### src/rtl/seg_scan_decoder.sv
// seg_scan_decoder
//   Recovers a 4-digit hex value from a multiplexed, active-low 7-segment
//   display.
//
//   Operation:
//     - The segment and anode lines are sampled through 2-flop synchronizers.
//     - A digit is accepted once its {an_L, seg_L} sample has been stable for
//       STABLE_CYCLES cycles.
//     - A frame is assembled once every position has been seen.
//
// Ports
//   clk      : single clock, all state on the rising edge
//   rst_n    : asynchronous active-low reset
//   seg_L    : active-low segments, seg_L[6]=a .. seg_L[0]=g (asynchronous)
//   an_L     : active-low digit enables, an_L[k] low selects position k
//              (asynchronous)
//   value    : last completed frame, nibble k = digit at position k
//   valid    : one-cycle pulse when value is updated
//   err      : frame contained an undecodable digit; updated with valid
//   timeout  : one-cycle pulse when a partial frame is abandoned
//
// Handshake: valid and timeout are single-cycle, mutually exclusive
// strobes with no backpressure.
//   - value and err are stable from the cycle valid is high until the next
//     valid.
//   - A consumer samples them on the valid cycle.
module seg_scan_decoder #(
  parameter int STABLE_CYCLES  = 4,
  parameter int TIMEOUT_CYCLES = 65535
) (
  input  logic        clk,
  input  logic        rst_n,
  input  logic [6:0]  seg_L,
  input  logic [3:0]  an_L,
  output logic [15:0] value,
  output logic        valid,
  output logic        err,
  output logic        timeout
);

  localparam logic ST_IDLE    = 1'b0;
  localparam logic ST_COLLECT = 1'b1;

  localparam logic [7:0]  STABLE_M1  = 8'(STABLE_CYCLES - 1);
  localparam logic [19:0] TIMEOUT_M1 = 20'(TIMEOUT_CYCLES - 1);

  // Synchronizers reset to all ones.
  // An all-ones an_L is an illegal sample, so nothing coming out of reset
  // can count toward an accept.
  logic [6:0]  seg_s1_q, seg_s2_q;
  logic [3:0]  an_s1_q, an_s2_q;

  logic [10:0] prev_q;
  logic [7:0]  cnt_q, cnt_d;
  logic        state_q, state_d;
  logic [3:0]  seen_q, seen_d;
  logic [15:0] shadow_q, shadow_d;
  logic        ferr_q, ferr_d;
  logic [19:0] tmo_q, tmo_d;
  logic [15:0] value_q, value_d;
  logic        err_q, err_d;
  logic        valid_q, valid_d;
  logic        timeout_q, timeout_d;

  logic [10:0] sample;
  logic        legal;
  logic [1:0]  pos;
  logic [3:0]  pos_bit;
  logic        same;
  logic        accept;
  logic [4:0]  dec;

  // Returns {undecodable, nibble}; unknown patterns decode as nibble 0.
  function automatic logic [4:0] decode(input logic [6:0] s);
    logic [4:0] r;
    case (s)
      7'h01:   r = 5'h00;
      7'h4F:   r = 5'h01;
      7'h12:   r = 5'h02;
      7'h06:   r = 5'h03;
      7'h4C:   r = 5'h04;
      7'h24:   r = 5'h05;
      7'h20:   r = 5'h06;
      7'h0F:   r = 5'h07;
      7'h00:   r = 5'h08;
      7'h04:   r = 5'h09;
      7'h08:   r = 5'h0A;
      7'h60:   r = 5'h0B;
      7'h31:   r = 5'h0C;
      7'h42:   r = 5'h0D;
      7'h30:   r = 5'h0E;
      7'h38:   r = 5'h0F;
      default: r = 5'h10;
    endcase
    return r;
  endfunction

  always_ff @(posedge clk or negedge rst_n) begin
    if (!rst_n) begin
      seg_s1_q <= '1;
      seg_s2_q <= '1;
      an_s1_q  <= '1;
      an_s2_q  <= '1;
    end else begin
      seg_s1_q <= seg_L;
      seg_s2_q <= seg_s1_q;
      an_s1_q  <= an_L;
      an_s2_q  <= an_s1_q;
    end
  end

  assign sample = {an_s2_q, seg_s2_q};

  // Exactly one anode low is a legal sample; this also yields its position.
  always_comb begin
    legal = 1'b1;
    pos   = 2'd0;
    case (an_s2_q)
      4'b1110: pos = 2'd0;
      4'b1101: pos = 2'd1;
      4'b1011: pos = 2'd2;
      4'b0111: pos = 2'd3;
      default: legal = 1'b0;
    endcase
  end

  assign pos_bit = 4'b0001 << pos;
  assign same    = (sample == prev_q);
  assign dec     = decode(seg_s2_q);

  // The count only equals STABLE_CYCLES-1 once per stable run, and it is
  // saturating.
  // So testing the pre-increment value yields a single accept per run.
  assign accept = legal && same && (cnt_q == STABLE_M1);

  always_comb begin
    cnt_d = cnt_q;
    if (!legal) begin
      cnt_d = 8'd0;
    end else if (!same) begin
      cnt_d = 8'd1;
    end else if (cnt_q != 8'hFF) begin
      cnt_d = cnt_q + 8'd1;
    end
  end

  // Frame assembly.
  // Priority order is: completion, then accept, then timeout.
  //   - Completion first keeps valid and timeout exclusive.
  //   - Accept before timeout lets a late digit rescue the frame.
  always_comb begin
    state_d   = state_q;
    seen_d    = seen_q;
    shadow_d  = shadow_q;
    ferr_d    = ferr_q;
    tmo_d     = tmo_q;
    value_d   = value_q;
    err_d     = err_q;
    valid_d   = 1'b0;
    timeout_d = 1'b0;
    if (seen_q == 4'hF) begin
      value_d = shadow_q;
      err_d   = ferr_q;
      valid_d = 1'b1;
      seen_d  = 4'h0;
      ferr_d  = 1'b0;
      tmo_d   = 20'd0;
      state_d = ST_IDLE;
    end else if (accept) begin
      tmo_d   = 20'd0;
      state_d = ST_COLLECT;
      for (int k = 0; k < 4; k++) begin
        if (pos == 2'(k)) shadow_d[k*4 +: 4] = dec[3:0];
      end
      if ((seen_q & pos_bit) != 4'h0) begin
        // Duplicate position: the current digit starts a fresh frame.
        seen_d = pos_bit;
        ferr_d = dec[4];
      end else begin
        seen_d = seen_q | pos_bit;
        ferr_d = ferr_q | dec[4];
      end
    end else if (state_q == ST_COLLECT) begin
      if (tmo_q == TIMEOUT_M1) begin
        timeout_d = 1'b1;
        seen_d    = 4'h0;
        ferr_d    = 1'b0;
        tmo_d     = 20'd0;
        state_d   = ST_IDLE;
      end else begin
        tmo_d = tmo_q + 20'd1;
      end
    end
  end

  always_ff @(posedge clk or negedge rst_n) begin
    if (!rst_n) begin
      prev_q    <= '1;
      cnt_q     <= 8'd0;
      state_q   <= ST_IDLE;
      seen_q    <= 4'h0;
      shadow_q  <= 16'h0;
      ferr_q    <= 1'b0;
      tmo_q     <= 20'd0;
      value_q   <= 16'h0;
      err_q     <= 1'b0;
      valid_q   <= 1'b0;
      timeout_q <= 1'b0;
    end else begin
      prev_q    <= sample;
      cnt_q     <= cnt_d;
      state_q   <= state_d;
      seen_q    <= seen_d;
      shadow_q  <= shadow_d;
      ferr_q    <= ferr_d;
      tmo_q     <= tmo_d;
      value_q   <= value_d;
      err_q     <= err_d;
      valid_q   <= valid_d;
      timeout_q <= timeout_d;
    end
  end

  assign value   = value_q;
  assign valid   = valid_q;
  assign err     = err_q;
  assign timeout = timeout_q;

endmodule

### config.mk
export PLATFORM = sky130hd
export DESIGN_NAME = seg_scan_decoder
export DESIGN_NICKNAME = d
export VERILOG_FILES = /design/src/rtl/seg_scan_decoder.sv
export SDC_FILE = /design/constraint.sdc
export NUM_CORES = 1
export LEC_CHECK = 0
export ABC_AREA = 1
export CORE_ASPECT_RATIO = 1.1
export CORE_MARGIN = 4
export CORE_UTILIZATION = 40
export CTS_CLUSTER_SIZE = 25
export DETAILED_ROUTE_END_ITERATION = 6
export SETUP_SLACK_MARGIN = 0.3
export SLEW_MARGIN = 20
export SYNTH_ARGS = -nofsm -noshare
export SYNTH_HDL_FRONTEND = slang
export SYNTH_SLANG_ARGS = --single-unit
### constraint.sdc
create_clock -name clk -period 2.5 [get_ports clk]
set_input_delay 0.5 -clock clk [delete_from_list [all_inputs] [get_ports clk]]
set_output_delay 0.5 -clock clk [all_outputs]
set_load 0.05 [all_outputs]
# Word-level counts from Yosys, hierarchy flattened
# Cells that the tools add are included.
word_totals:
  register_bits: 102
  latch_bits: 0
  mem_bits_rw: 0
  romBits: 0
  inputBits: 13
  output_inout_bits: 19
  elab_cells: 95
  memories: 0
classes:
  add_sub_neg: 2
  n_mul: 0
  div_mod_pow: 0
  order_cmp: 0
  n_eq_ne: 28
  n_shift: 1
  muxes: 29
  bitwise: 4
  n_reduce_logical: 13
ops:
  columns: ["op", "count"]
  rows:
  - ["20-bit 2-to-1 mux", 4]
  - ["5-bit one-hot mux with 16 select lines", 1]
  - ["7-bit by 6-bit equality test with 1-bit output (second input constant)", 5]
  - ["7-bit equality test (second input constant)", 4]
  - ["8-bit 2-to-1 mux", 3]
  - ["20-bit by 1-bit adder with 20-bit output (second input constant)", 1]
  - ["20-bit by 16-bit equality test with 1-bit output (second input constant)", 1]
  - ["4-bit 2-to-1 mux", 5]
  - ["4-bit equality test (second input constant)", 4]
  - ["1-bit 2-to-1 mux", 15]
  - ["7-bit by 3-bit equality test with 1-bit output (second input constant)", 2]
  - ["7-bit by 4-bit equality test with 1-bit output (second input constant)", 2]
  - ["3-bit AND reduction", 4]
  - ["11-bit equality test", 1]
  - ["8-bit by 1-bit adder with 8-bit output (second input constant)", 1]
  - ["8-bit by 2-bit equality test with 1-bit output (second input constant)", 1]
  - ["8-bit inequality test (second input constant)", 1]
  - ["7-bit by 1-bit equality test with 1-bit output (second input constant)", 1]
  - ["7-bit by 5-bit equality test with 1-bit output (second input constant)", 1]
  - ["7-bit logical NOT", 1]
  - ["2-bit one-hot mux with 3 select lines", 1]
  - ["3-bit nonzero test", 2]
  - ["4-bit bitwise AND", 1]
  - ["2-bit equality test (second input constant)", 2]
  - ["12 further kinds", 13]

# Depth between registers and ports, before layout
logic_depth:
  word_depth: 8
  mapped_depth: 11
  ltp_nobuf: 11

# Worst setup path after synthesis
# OpenSTA, ideal clock, no wires.
synth_path:
  path_kind: "flip-flop to flip-flop"
  from: "register seg_s2_q[3]"
  to: "register shadow_q[0]"
  setup_ns: 0.117
  arrival_time_ns: 1.732
  required_time_ns: 2.383
  path_slack_ns: 0.651
  path_stages_with_launch: 10
  period_less_slack_ns: 1.849
  path_cell_list: "dfstp_2 > clkbuf_1 > xnor2_1 > nand2_1 > nor2_1 > nand3_1 > nor2_4 > nand4_2 > nand2_1 > nand2_1"
synth_between:
  elab_chain_len: 4
  word_cells_on_any_way: 21
  classes_between: "eq/ne (16); mux (1); reduce/logical (4)"
synth_rtl:
  columns: ["element", "line", "text"]
  rows:
  - ["start: declaration", "50", "logic [6:0] seg_s1_q, seg_s2_q;"]
  - ["start signal: assignment", "106", "seg_s2_q <= seg_s1_q;"]
  - ["11-bit equality test", "128", "assign same = (sample == prev_q);"]
  - ["1-bit logical AND (2 in series)", "134", "assign accept = legal && same && (cnt_q == STABLE_M1);"]
  - ["3-bit AND reduction (no line)", null, null]
  - ["end signal: assignment", "214", "shadow_q <= shadow_d;"]
  - ["end: declaration", "57", "logic [15:0] shadow_q, shadow_d;"]
# Parallel ways exist; a longest one is shown, timed or not.
# A chain may end at the register's enable or synchronous reset.

# Worst setup path in the final report
layout_path:
  from: "register seg_s2_q[4]"
  to: "register seen_q[0]"
layout_between:
  elab_chain_len: 5
  word_cells_on_any_way: 8
  classes_between: "eq/ne (1); mux (2); reduce/logical (5)"
layout_rtl:
  columns: ["element", "line", "text"]
  rows:
  - ["11-bit equality test (*)", "128", null]
  - ["1-bit logical AND (*) (2 in series)", "134", null]
  - ["3-bit nonzero test (no line) or 4-bit 2-to-1 mux (tied branches)", null, null]
  - ["2-bit AND reduction (no line) or 4-bit 2-to-1 mux (tied branches)", null, null]
  - ["end signal: assignment", "213", "seen_q <= seen_d;"]
  - ["end: declaration", "56", "logic [3:0] seen_q, seen_d;"]
# Mark *: on every way between the ends. The rest lies on a longest branch, timed or not.

==> results.yml <==
sta:
  final-hold-violation-count: 0
  relSlewSlack_pct: 55.3
  max_slew.worst_pin.slew_ns: 0.670
  fin_skew_ns: 0.00676
  rsz0062_at_grt: "true"
  worst_slack_ns: 0.462
  finalCriticalPeriod_ns: 2.04
  fin_crit_sh_pct: 81.5
  drv_slew: 0
  setup_viol: 0
  whs_ns: 0.182
  setup_tns_ns: 0
  clock.fmax_mhz: 491
logic_synthesis:
  syn_inst: 562
  async_flop_share_pct: 100
  yosysUniqueCellTypes: 35
  syn_area_mm2: 0.00476
  synth_top_area_cell: "dfrtp_1"
  yosysTopAreaCellShare_pct: 36.2
  synth.yosys.warnings: 0
  synth-seq-cells: 102
  yosys-top-cells-area: "dfrtp_1, dfstp_2, nand2_1"
  yosysSeqAreaShare_pct: 54.5
  synth_ff_type: "dfrtp_1"
  synth-edff-count: 0
  synth.net_count: 578
  syn_area_per_cell_um2: 8.48
floorplanning:
  start_util_pct: 41.3
  die_x_um: 112
  core_mm2: 0.0115
  dieHeight_um: 122
  fp-row-count: 41
  io_pins: 32
  die-area_mm2: 0.0137
critical_path:
  critical_path.startpoint_type: "register"
  cp_top_family: "simple AND/OR/NAND/NOR gates"
  crit_chain: "inv_1, nand2_1, nand2_1, nor2_1, nand2_1, nor2_1, nand4_4, nand3_2, o21ai_0"
  cp_num_buf_inv: 1
  worstPathRequired_ns: 2.72
  crit_slowest_cell: "dfstp_2"
  worst_path_most_repeated_cell: "nand2_1"
  slowest_delay_ns: 0.57
  endpoint_kind: "register"
  path_class: "register to register"
  critPathArrivalTime_ns: 2.26
  path_max_fanout: 15
clock_tree:
  clockBufferDepth: 2
  h-tree-depth: 3
  cts.clk_slew.worst_paths_ns: 0.07
  cts.sinks: 102
  cts_tree: "built"
  clk_latency_ns: 0.35
  clock-root-buffer: "clkbuf_16"
  numCtsBuffers: 9
finish:
  diodes: 0
  mostFrequentLayoutCells: "nand2_1, nor2_1, dfrtp_1"
  n_fill_cell: 1084
  layout-drive-gt1-share_pct: 13.1
  seqCellArea_mm2: 0.00259
  syn_to_final_growth_pct: 17.7
  final_common_cell: "nand2_1"
  multi_input_area_mm2: 0.00192
  fin_nets: 621
  final_core_util_pct: 48.6
drt:
  num_vias: 3700
  drt_iter0_drc: 281
  dr.pass1.iters: 4
  ant_nets: 0
  wl_um: 9830
  viasPerCell: 4.87
  wl_per_cell_um: 13.0
  drc: 0
status:
  outcome: "finished clean"
pwr:
  ir_drop_mv: 0.435
  finalPower_mw: 3.27
  leakage_nw: 2.77
  power_density_mw_per_mm2: 584
global_routing:
  grt_pass1_vias: 3767
  grt_pass1_wl_um: 17400
  overflow: 0
  antenna_found_initial: 0
  grt.total_usage_pct: 15.8
  grt_max_degree: 51
min_path:
  hold_path.class: "input port to asynchronous set/reset pin"
placed_design:
  io_buffer_count: 31
  place_hpwl_um: 6990
  pre_cts_ws_ns: 0.401
  gp_congestion: 0.896
run:
  cap_violations: 0
-- synth_stat cells (all sizes together) (2+ instances only) --
cell type    n
o21ai       11
a21oi        8
nand3b       2
dfrtp       69
clkbuf       4
dfstp       33
nor3        18
nand2      186
xor2         8
ha           3
nor2        80
inv         52
nand3       40
buf          7
xnor2       10
nand4       24
o211a        2
-- what timing repair did --
| action | CTS | global route |
|---|---|---|
| hold buffers | 0 | 0 |
| buffers inserted | 0 | 1 |
| gates resized for setup | 0 | 1 |
| setup endpoints to repair | 0 | 21 |
-- through the flow --
| step | area (um^2) | instances |
|---|---|---|
| global placement | 5280 | 742 |
| finish | 5610 | 759 |
| CTS | 5590 | 757 |
| global route | 5610 | 759 |
| floorplan | 4760 | 562 |
| detailed placement | 5280 | 742 |
-- registers in the layout, summed over array words and instances, names as in the netlist, 7 cells and up --
signal and count:
prev_q 11, shadow_q 16, seg_s1_q 7, value 16
seg_s2_q 7, tmo_q 20, cnt_q 8
-- worst register-to-register path: stages, from the launching register on --
cell and delay (ns):
dfstp_2 0.57, inv_1 0.12, nand2_1 0.08, nand2_1 0.05
nor2_1 0.09, nand2_1 0.05, nor2_1 0.18, nand4_4 0.27
nand3_2 0.37, o21ai_0 0.14
-- cell families after synthesis --
group | after synthesis | share of synthesized area [%]
buffers and inverters | 63 | 5.44
and+or+nand+nor | 353 | 33.3
DFF | 102 | 54.5
adders and majority gates | 3 | 0.788
xor gates and xnor gates | 18 | 3.31
AOI/OAI and AO/OA | 23 | 2.68
-- layout make-up --
| class | instances | area share (%) |
|---|---|---|
| Sequential cell | 102 | 46.3 |
| Multi-Input combinational cell | 398 | 34.3 |
| Timing Repair Buffer | 42 | 7.19 |
| Clock buffer | 14 | 5.29 |
| Inverter | 52 | 3.48 |
| Tap cell | 150 | 3.35 |
| Clock inverter | 1 | 0.156 |
-- routing by layer --
layer / global-route usage, % / up-vias / part of all wire [%]
li1: - / 1870 / -
met1: 19.4 / 1733 / 44
met2: 26.1 / 78 / 50
met3: 3.94 / 19 / 4.1
met4: 7.74 / 0 / 2.4
met5: 0 / - / 0
-- power breakdown --
part           switching [mW]  internal, mW  leakage [nW]  total, mW
clock                   0.585         0.821         0.149       1.41
combinational          0.0914        0.0503          1.31      0.142
sequential             0.0256          1.70          1.31       1.73
total                   0.702          2.57          2.77       3.27
-- path summary, 6_finish.rpt --
| path | end | slack [ns] | cells past startpoint | from |
|---|---|---|---|---|
| max in group asynchronous | seg_s1_q[5]$_DFF_PN1_ | 1.60 | 2 | rst_n |
| worst min-delay path | cnt_q[4]$_DFFE_PN0P_ | 0.18 | 1 | rst_n |
| min in group clk | an_s2_q[0]$_DFF_PN1_ | 0.35 | 0 | an_s1_q[0]$_DFF_PN1_ |
| worst max-delay path | seen_q[0]$_DFFE_PN0P_ | 0.46 | 9 | seg_s2_q[4]$_DFF_PN1_ |
| worst max register to register | seen_q[0]$_DFFE_PN0P_ | 0.46 | 9 | seg_s2_q[4]$_DFF_PN1_ |
| worst min register to register | an_s2_q[0]$_DFF_PN1_ | 0.35 | 0 | an_s1_q[0]$_DFF_PN1_ |
No activity file was read; power rests on OpenSTA's default activity.
